## config.mk

```make
export PLATFORM = sky130hd
export DESIGN_NAME = fetch_stage
export DESIGN_NICKNAME = d
export VERILOG_FILES = /design/src/rtl/fetch_stage.sv
export SDC_FILE = /design/constraint.sdc
export NUM_CORES = 1
export LEC_CHECK = 0
export CAP_MARGIN = 5
export CORE_ASPECT_RATIO = 1.5
export CORE_MARGIN = 2
export CORE_UTILIZATION = 57
export CTS_CLUSTER_DIAMETER = 50
export DETAILED_ROUTE_END_ITERATION = 6
export PLACE_DENSITY = 0.88
export SLEW_MARGIN = 20
export SYNTH_ARGS = -nofsm -noshare
export SYNTH_HDL_FRONTEND = slang
export SYNTH_SLANG_ARGS = --single-unit
```

## constraint.sdc

```tcl
create_clock -name clk -period 17.32 [get_ports clk]
set_clock_uncertainty 0.15 [all_clocks]
set_input_delay 3.464 -clock clk [delete_from_list [all_inputs] [get_ports clk]]
set_output_delay 3.464 -clock clk [all_outputs]
set_load 0.01 [all_outputs]
```

## src/rtl/fetch_stage.sv

```systemverilog
// Instruction fetch stage: owns the fetch PC, issues one instruction-memory
// request at a time, parks a returned word while fetch is stalled, squashes
// in-flight responses on a redirect, and drives the IF/ID pipeline register.
module fetch_stage #(
  parameter logic [31:0] RESET_PC  = 32'h0000_0000,
  parameter logic [31:0] NOP_INSTR = 32'h0000_0013
) (
  input  logic        clk,
  input  logic        rst,
  // hazard unit
  input  logic        StallF,
  input  logic        StallD,
  input  logic        FlushD,
  // redirect from execute
  input  logic        PCSrcE,
  input  logic [31:0] PCTargetE,
  // instruction memory
  output logic        imem_req,
  output logic [31:0] imem_addr,
  input  logic        imem_ack,
  input  logic [31:0] imem_rdata,
  // IF/ID register
  output logic [31:0] instrD,
  output logic [31:0] PCD,
  output logic [31:0] PCPlus4D,
  output logic        FetchBusy
);

  typedef enum logic [1:0] {
    StFetch,  // request outstanding at pcf_q
    StHold,   // word parked in the hold buffer, no request
    StKill    // stale request outstanding at kill_addr_q, response dropped
  } state_e;

  state_e      state_q, state_d;
  logic [31:0] pcf_q, pcf_d;
  logic [31:0] pcf_plus4;
  // address of the request being squashed; must stay on the bus until ack
  logic [31:0] kill_addr_q, kill_addr_d;
  logic [31:0] hold_instr_q, hold_instr_d;
  logic [31:0] hold_pc_q, hold_pc_d;

  // word handed to IF/ID this cycle (unless flushed or stalled)
  logic        deliver;
  logic [31:0] deliver_instr;
  logic [31:0] deliver_pc;

  logic [31:0] instr_d, pc_d, pc_plus4_d;

  // wraps naturally at 2^32
  assign pcf_plus4 = pcf_q + 32'd4;

  // Fetch control: next state, next PC, hold buffer and delivery select.
  always_comb begin
    state_d       = state_q;
    pcf_d         = pcf_q;
    kill_addr_d   = kill_addr_q;
    hold_instr_d  = hold_instr_q;
    hold_pc_d     = hold_pc_q;
    deliver       = 1'b0;
    deliver_instr = hold_instr_q;
    deliver_pc    = hold_pc_q;

    unique case (state_q)
      StFetch: begin
        if (PCSrcE) begin
          // redirect wins over stall; an acked word is simply dropped
          pcf_d = PCTargetE;
          if (!imem_ack) begin
            // request still in flight: keep presenting it until it retires
            kill_addr_d = pcf_q;
            state_d     = StKill;
          end
        end else if (imem_ack) begin
          if (StallF) begin
            hold_instr_d = imem_rdata;
            hold_pc_d    = pcf_q;
            state_d      = StHold;
          end else begin
            deliver       = 1'b1;
            deliver_instr = imem_rdata;
            deliver_pc    = pcf_q;
            pcf_d         = pcf_plus4;
          end
        end
      end

      StHold: begin
        if (PCSrcE) begin
          pcf_d   = PCTargetE;
          state_d = StFetch;
        end else if (!StallF) begin
          deliver       = 1'b1;
          deliver_instr = hold_instr_q;
          deliver_pc    = hold_pc_q;
          pcf_d         = pcf_plus4;
          state_d       = StFetch;
        end
      end

      StKill: begin
        // further redirects only retarget; the stale request must still retire
        if (PCSrcE) begin
          pcf_d = PCTargetE;
        end
        if (imem_ack) begin
          state_d = StFetch;
        end
      end

      default: begin
        state_d = StFetch;
      end
    endcase
  end

  // Memory request and busy indication; silenced while reset is held.
  always_comb begin
    imem_req  = 1'b0;
    imem_addr = pcf_q;
    FetchBusy = 1'b0;
    if (!rst) begin
      imem_req  = (state_q != StHold);
      FetchBusy = (state_q != StFetch);
    end
    if (state_q == StKill) begin
      imem_addr = kill_addr_q;
    end
  end

  // IF/ID next value: flush, then stall, then delivery, else bubble.
  always_comb begin
    instr_d    = NOP_INSTR;
    pc_d       = 32'd0;
    pc_plus4_d = 32'd0;
    if (FlushD) begin
      instr_d    = NOP_INSTR;
      pc_d       = 32'd0;
      pc_plus4_d = 32'd0;
    end else if (StallD) begin
      instr_d    = instrD;
      pc_d       = PCD;
      pc_plus4_d = PCPlus4D;
    end else if (deliver) begin
      instr_d    = deliver_instr;
      pc_d       = deliver_pc;
      pc_plus4_d = deliver_pc + 32'd4;
    end
  end

  // Fetch state, PC, squash address and hold buffer.
  always_ff @(posedge clk or posedge rst) begin
    if (rst) begin
      state_q      <= StFetch;
      pcf_q        <= RESET_PC;
      kill_addr_q  <= RESET_PC;
      hold_instr_q <= NOP_INSTR;
      hold_pc_q    <= 32'd0;
    end else begin
      state_q      <= state_d;
      pcf_q        <= pcf_d;
      kill_addr_q  <= kill_addr_d;
      hold_instr_q <= hold_instr_d;
      hold_pc_q    <= hold_pc_d;
    end
  end

  // IF/ID pipeline register.
  always_ff @(posedge clk or posedge rst) begin
    if (rst) begin
      instrD   <= NOP_INSTR;
      PCD      <= 32'd0;
      PCPlus4D <= 32'd0;
    end else begin
      instrD   <= instr_d;
      PCD      <= pc_d;
      PCPlus4D <= pc_plus4_d;
    end
  end

endmodule

```

**Word level (Yosys, flattened, before mapping)**

Cells that the tools add are included.

- Register bits after elaboration: 226
- Input bits: 71
- Output and inout port bits: 130
- Word-level logic and storage cells: 68

- Add/sub/neg operators: 2
- Eq/ne operators: 10
- Mux-type cells: 39
- Bitwise operators: 2
- Reductions and logical operators: 7

Operator list:

| cell | count |
|---|---|
| $mux 32 | 23 |
| $pmux 32 s3 | 1 |
| $add 32x3->32 const B | 2 |
| $mux 2 | 7 |
| $ne 3x3->1 const B | 4 |
| $mux 1 | 6 |
| $pmux 2 s3 | 1 |
| $reduce_and 3->1 | 2 |
| $reduce_and 5->1 | 1 |
| $ne 2x1->1 const B | 2 |
| $ne 2x2->1 const B | 2 |
| $reduce_and 4->1 | 1 |
| $reduce_bool 3->1 | 1 |
| $eq 2x1->1 const B | 1 |
| $eq 2x2->1 const B | 1 |
| $logic_not 2->1 | 1 |
| $not 1->1 | 2 |
| $pmux 1 s2 | 1 |
| $reduce_bool 2->1 | 1 |

**Longest topological paths before layout**

Gate-level depths: netlist of run 1.

- Word-level depth: 8
- Depth in mapped cells: 15
- Gate-level depth less buffers: 11

**Least setup slack after synthesis of run 1**

Ideal clock, no wire load.

- Kind: input -> output
- From: input rst
- To: output imem_req
- Arrival time: 3.663 ns
- Data required time: 13.706 ns
- Setup slack: 10.043 ns
- Cell stages on the path: 1
- Buffers on the path: 0
- Cells stage by stage: a21oi_1

- Word-level cells in the longest chain between the ends: 1

Ends and longest elaborated chain:

| what | RTL line | text |
|---|---|---|
| from (decl) | 9 | `input logic rst,` |
| $mux 1 | 122 | `if (!rst) begin` |
| to (decl) | 18 | `output logic imem_req,` |

Every way passes these cells.

**Worst setup path in the final report of run 1**

Same ends and word-level chain as after synthesis.

==> results of run 1 <==
## state kept, by name, indices dropped and copies added, names as in the netlist
signal and cells:
pcf_q 32, PCPlus4D 30, instrD 32, hold_instr_q 32, state_q 2, PCD 32, kill_addr_q 32, hold_pc_q 32
## per-stage QoR
stage / utilization / instances
3_3_place_gp: 0.698 / 1426
4_1_cts: 0.738 / 1467
5_1_grt: 0.740 / 1468
3_5_place_dp: 0.698 / 1427
2_1_floorplan: - / 1046
6_report: 0.740 / 1468
## worst max-delay path, cell delays in order
cell and delay [ps]:
clkdlybuf4s50_1 540, a21oi_1 170, clkdlybuf4s50_1 550
## cell families (layout without fill, tap and decap cells)
| kind of cell | count (synthesis) | count (layout) | synth area share |
|---|---|---|---|
| buffers and inverters | 90 | 260 | 0.0343 |
| xor gates and xnor gates | 26 | 26 | 0.0209 |
| muxes | 185 | 185 | 0.184 |
| adders and majority gates | 2 | 2 | 0.00230 |
| DFF | 224 | 224 | 0.516 |
| AOI/OAI and AO/OA | 238 | 238 | 0.124 |
| and+or+nand+nor | 281 | 281 | 0.119 |
## cell usage after synthesis (3+ instances only)
master,count
dfrtp_1,218
nand2_1,148
mux2_2,124
o21ai_0,123
clkbuf_1,65
mux2i_1,61
a21oi_1,53
nor2_1,36
nand3_1,19
nand4_1,17
o22ai_1,15
xor2_1,14
and3_1,12
xnor2_1,12
nor3_1,11
a31oi_1,8
inv_1,8
nor4_1,8
buf_2,7
dfstp_2,6
or4_1,6
a22o_1,5
a2bb2oi_1,5
and4_1,5
buf_4,5
or3_1,5
buf_1,4
o31ai_1,4
a211oi_1,3
and2_1,3
o211ai_1,3
o21a_1,3
## final cells by class
type / instances / area (µm²) / share of cell area
flip-flops and latches: 224 / 5610 / 0.407
repair buffers: 212 / 2110 / 0.153
inverters: 8 / 42.5 / 0.00309
well taps: 252 / 315 / 0.0229
clock buffers: 31 / 646 / 0.0468
clock inverters: 9 / 106 / 0.00772
multi-input cells: 732 / 4950 / 0.359
## how the worst max path moves through the flow
stage | cells past startpoint | slack, ps | to | start
after detailed placement | 3 | 9000 | FetchBusy | rst
after global placement | 3 | 9000 | imem_req | rst
after global routing | 3 | 8930 | FetchBusy | rst
final | 3 | 8980 | imem_req | rst
after floorplan | 1 | 7580 | PCD[0] | rst
after CTS | 3 | 8990 | FetchBusy | rst
## routing by layer
layer	share of wire	GRT usage
met1	0.39	0.359
met2	0.51	0.483
met3	0.064	0.0497
met4	0.031	0.0956
met5	0	0
## power by group
part	total (W)	internal [W]	switching (W)
clock	0.000494	0.000291	0.000203
sequential	0.000707	0.000615	0.0000918
combinational	0.000356	0.000188	0.000168
total	0.00156	0.00109	0.000463
## layout by cell type, fill, tap and decap left out, drive strengths merged, types with 8 or more instances in the layout
master and count:
dfrtp 218, clkdlybuf4s50 200, nand2 149, o21ai 125, mux2 124, mux2i 61, a21oi 53, nor2 36
clkbuf 31, nand3 19, nand4 17, o22ai 15, xor2 14, xnor2 12, and3 12, buf 12
nor3 11, a31oi 8, inv 8, nor4 8
==> impl_metrics.py, run 1 <==
metrics = {
    "critical_path": {
        "endpoint_kind": "primary output",
        "r2r_start": "state_q[0]",
        "critical_path.max_fanout": 3,
        "crit_path_start_kind": "input pin",
        "r2r_end": "PCPlus4D[30]",
        "worstPathArrival_ps": 4730,
        "ff2ff_path_depth": 11,
        "rrSetupSlack_ps": 13530,
        "critPathRequiredTime_ps": 13710,
        "path_class": "input pin to primary output",
    },
    "sta": {
        "max_clock_freq_ghz": 0.120,
        "setup_viol": 0,
        "fin_crit_ps": 8340,
        "slew_headroom": 0.339,
        "worst_slack_ps": 8980,
        "timing_hold_violations_final": 0,
        "grt_setup_unrepaired": "false",
        "period_share": 0.482,
        "setup_tns_ps": 0,
        "whs_ps": 328,
        "slew_violations": 0,
        "tightest_slew_ps": 991,
    },
    "status": {
        "outcome": "completed",
    },
    "hold_path": {
        "hold_depth": 2,
        "min_from": "instrD[11]",
        "hp-class": "flop to flop",
        "holdPathEnd": "instrD[11]",
    },
    "logic_synthesis": {
        "synth_largest_area_cell": "dfrtp_1",
        "synth_cells": 1046,
        "ys.flop_type": "dfrtp_1",
        "avgSynthCellArea_um2": 10.4,
        "yosys-top-cells-area": "dfrtp_1 (50%), mux2_2 (13%), o21ai_0 (5.7%), mux2i_1 (5.6%), nand2_1 (5.1%)",
        "syn_nets": 1119,
        "synth_top_cell_area_share": 0.501,
        "ys.warnings.count": 0,
        "synth-edff-count": 0,
        "ys_seq_area_frac": 0.516,
        "yosys_register_bits": 224,
        "synthArstFlopShare": 1.00,
        "synthDistinctLibCells": 56,
        "synth_area_um2": 10900,
    },
    "floorplanning": {
        "initial_core_util": 0.584,
        "die_w_um": 117,
        "dieArea_um2": 20200,
        "core_area_um2": 18600,
        "io-pin-count": 201,
        "rows": 61,
        "die_h_um": 173,
    },
    "pwr": {
        "leakagePower_nw": 5.62,
        "power.density_nw_per_um2": 113,
        "finalPower_w": 0.00156,
        "irDropWorstVdd_mv": 0.0763,
    },
    "global_routing": {
        "antenna_found_initial": 0,
        "grt-ovfl-total": 0,
        "grt_max_degree": 153,
        "grt_first_pass_wirelength_um": 45800,
        "grt_pass1_vias": 8878,
        "grt_usage": 0.283,
    },
    "final_layout": {
        "n_antenna_cell": 0,
        "final_area_um2": 13800,
        "finalNetCount": 1273,
        "layout-drive-gt1-share": 0.158,
        "areaGrowthSynthToFinish_pct": 26.6,
        "nFillCells": 1334,
    },
    "job": {
        "cap_violations": 0,
    },
    "routing": {
        "ant_nets": 0,
        "routed_wl_um": 28800,
        "routedWlPerCell_um": 19.6,
        "drt_iter0_drc": 656,
        "dr.pass1.iters": 5,
        "vias": 8803,
        "drc": 0,
        "vias_per_cell": 6.00,
    },
    "clock_network": {
        "ctsHoldBuffers": 0,
        "cts_buffers": 22,
        "clk_latency_ps": 500,
        "cts_tree": "done",
        "htreeDepth": 1,
        "post_cts_resized": 0,
        "clkSinkCount": 224,
        "clock_path_buffers": 3,
        "postCtsSetupRepairBufs": 0,
        "root_buffer": "clkbuf_16",
        "path_clk_slew_ps": 60,
    },
    "placement": {
        "post_dp_cell_area_um2": 13000,
        "pre_cts_ws_ps": 9000,
        "hpwl_um": 19600,
        "port_buffers": 200,
        "place_congestion": 0.891,
    },
}
(Power assumes the default switching activity.)
==> run 2, diff against run 1 <==
--- a/config.mk
+++ b/config.mk
@@ -8,10 +8,10 @@
 export CAP_MARGIN = 5
 export CORE_ASPECT_RATIO = 1.5
 export CORE_MARGIN = 2
-export CORE_UTILIZATION = 57
+export CORE_UTILIZATION = 48
 export CTS_CLUSTER_DIAMETER = 50
 export DETAILED_ROUTE_END_ITERATION = 6
-export PLACE_DENSITY = 0.88
+export PLACE_DENSITY = 0.79
 export SLEW_MARGIN = 20
 export SYNTH_ARGS = -nofsm -noshare
 export SYNTH_HDL_FRONTEND = slang
==> constraint.sdc (replaced) <==
create_clock -name clk -period 6.7 [get_ports clk]
set_clock_uncertainty 0.15 [all_clocks]
set_input_delay 1.34 -clock clk [delete_from_list [all_inputs] [get_ports clk]]
set_output_delay 1.34 -clock clk [all_outputs]
set_load 0.01 [all_outputs]
==> impl_metrics.py, run 2 (synthesis gave the netlist of run 1 again) <==
metrics = {
    "floorplanning": {
        "dieArea_um2": 23900,
        "rows": 67,
        "die_h_um": 188,
        "io-pin-count": 201,
        "core_area_um2": 22300,
        "initial_core_util": 0.488,
        "die_w_um": 127,
    },
    "sta": {
        "slew_violations": 0,
        "setup_tns_ps": 0,
        "slew_headroom": 0.284,
        "tightest_slew_ps": 1070,
        "period_share": 0.722,
        "grt_setup_unrepaired": "false",
        "setup_viol": 0,
        "timing_hold_violations_final": 0,
        "max_clock_freq_ghz": 0.207,
        "fin_crit_ps": 4840,
    },
    "pwr": {
        "p_switching_w": 0.00119,
        "irDropWorstVdd_mv": 0.199,
        "pwr-share-seq": 0.447,
        "power.share.clock": 0.327,
        "p_int_w": 0.00290,
        "p_comb_frac": 0.226,
        "finalPower_w": 0.00409,
        "power.density_nw_per_um2": 294,
        "switching_share": 0.292,
        "leakagePower_nw": 5.66,
    },
    "global_routing": {
        "grt_usage": 0.237,
        "grt_first_pass_wirelength_um": 46300,
        "grt_pass1_vias": 8595,
        "grt-ovfl-total": 0,
        "antenna_found_initial": 0,
        "grt_max_degree": 116,
    },
    "routing": {
        "vias": 8744,
        "drc": 1,
        "routedWlPerCell_um": 19.2,
        "routed_wl_um": 28700,
        "dr.pass1.iters": 7,
        "vias_per_cell": 5.85,
        "ant_nets": 0,
        "drt_iter0_drc": 568,
    },
    "critical_path": {
        "crit_start": "imem_ack",
        "critPathRequiredTime_ps": 6910,
        "r2r_end": "PCPlus4D[26]",
        "r2r_start": "state_q[0]",
        "path_class": "input pin to flop",
        "crit_path_end": "PCPlus4D[26]",
        "crit_path_start_kind": "input pin",
        "worstPathArrival_ps": 5050,
        "rrSetupSlack_ps": 2710,
        "critical_path.max_fanout": 13,
        "ff2ff_path_depth": 11,
        "endpoint_kind": "flop",
    },
    "final_layout": {
        "nFillCells": 1813,
        "final_cell_mix": "dfrtp_1 (218), clkdlybuf4s50_1 (200), nand2_1 (148), mux2_2 (124), o21ai_0 (123)",
        "final_common_cell": "dfrtp_1",
        "n_antenna_cell": 0,
        "finish.utilization": 0.623,
        "final_area_um2": 13900,
        "finalNetCount": 1276,
        "areaGrowthSynthToFinish_pct": 27.6,
        "layout-drive-gt1-share": 0.158,
    },
    "hold_path": {
        "hold_depth": 2,
        "hp-class": "flop to flop",
    },
    "clock_network": {
        "clock_path_buffers": 3,
        "postCtsSetupRepairBufs": 0,
        "path_clk_slew_ps": 70,
        "clkSinkCount": 224,
        "htreeDepth": 1,
        "cts_tree": "done",
        "ctsHoldBuffers": 0,
        "root_buffer": "clkbuf_16",
        "cts_buffers": 22,
        "clk_latency_ps": 500,
        "post_cts_resized": 0,
    },
    "placement": {
        "place_congestion": 0.917,
        "port_buffers": 200,
        "post_dp_cell_area_um2": 13100,
        "hpwl_um": 20100,
    },
    "status": {
        "violations": "design-rule violations",
        "outcome": "finished, violations left",
    },
    "job": {
        "cap_violations": 0,
    },
}
run 2: power groups by stage:
stage          clock, W  combinational (W)  sequential, W
6_report        0.00134           0.000923        0.00183
5_1_grt         0.00142            0.00101        0.00186
4_1_cts         0.00136           0.000930        0.00182
3_5_place_dp          0           0.000922        0.00184
3_3_place_gp          0           0.000892        0.00183
2_1_floorplan         0           0.000646        0.00174
run 2: layout make-up:
class                   instances  area (µm²)  area share
clock buffers                  32         639      0.0460
repair buffers                215        2160       0.156
multi-input cells             732        4950       0.356
flip-flops and latches        224        5610       0.404
inverters                       8        33.8     0.00243
clock inverters                 8         144      0.0104
well taps                     276         345      0.0249
run 2: how the worst min path moves through the flow:
stage,startpoint,endpoint,slack [ps]
after CTS,PCPlus4D[9],PCPlus4D[9],330
after global placement,instrD[9],instrD[9],310
after global routing,PCD[15],PCD[15],350
final,PCPlus4D[9],PCPlus4D[9],320
after floorplan,hold_instr_q[0],instrD[0],320
after detailed placement,instrD[11],instrD[11],320
run 2: per-stage QoR:
stage,setup WS [ps],hold WS [ps],std cells
6_report,1860,322,1495
5_1_grt,1620,353,1495
4_1_cts,1900,333,1495
3_5_place_dp,1400,319,1455
3_3_place_gp,1620,310,1452
2_1_floorplan,2030,315,1046
run 2: critical path: stages:
cell and delay, ps:
clkdlybuf4s50_1 590, or3b_1 560, nor2_4 390, mux2i_1 170
inv_1 100, ha_1 240, nand3_1 100, or4_1 440
o2bb2a_1 410, nor4_1 400, xor2_1 210, o21ai_0 90
run 2: metal layers:
| layer | wire length, µm | vias to the layer above | global-route usage |
|---|---|---|---|
| met4 | 843 | 0 | 0.0752 |
| met2 | 14500 | 318 | 0.409 |
| met1 | 11800 | 4326 | 0.312 |
| li1 | - | 4054 | - |
| met5 | 0 | - | 0 |
| met3 | 1490 | 46 | 0.0290 |
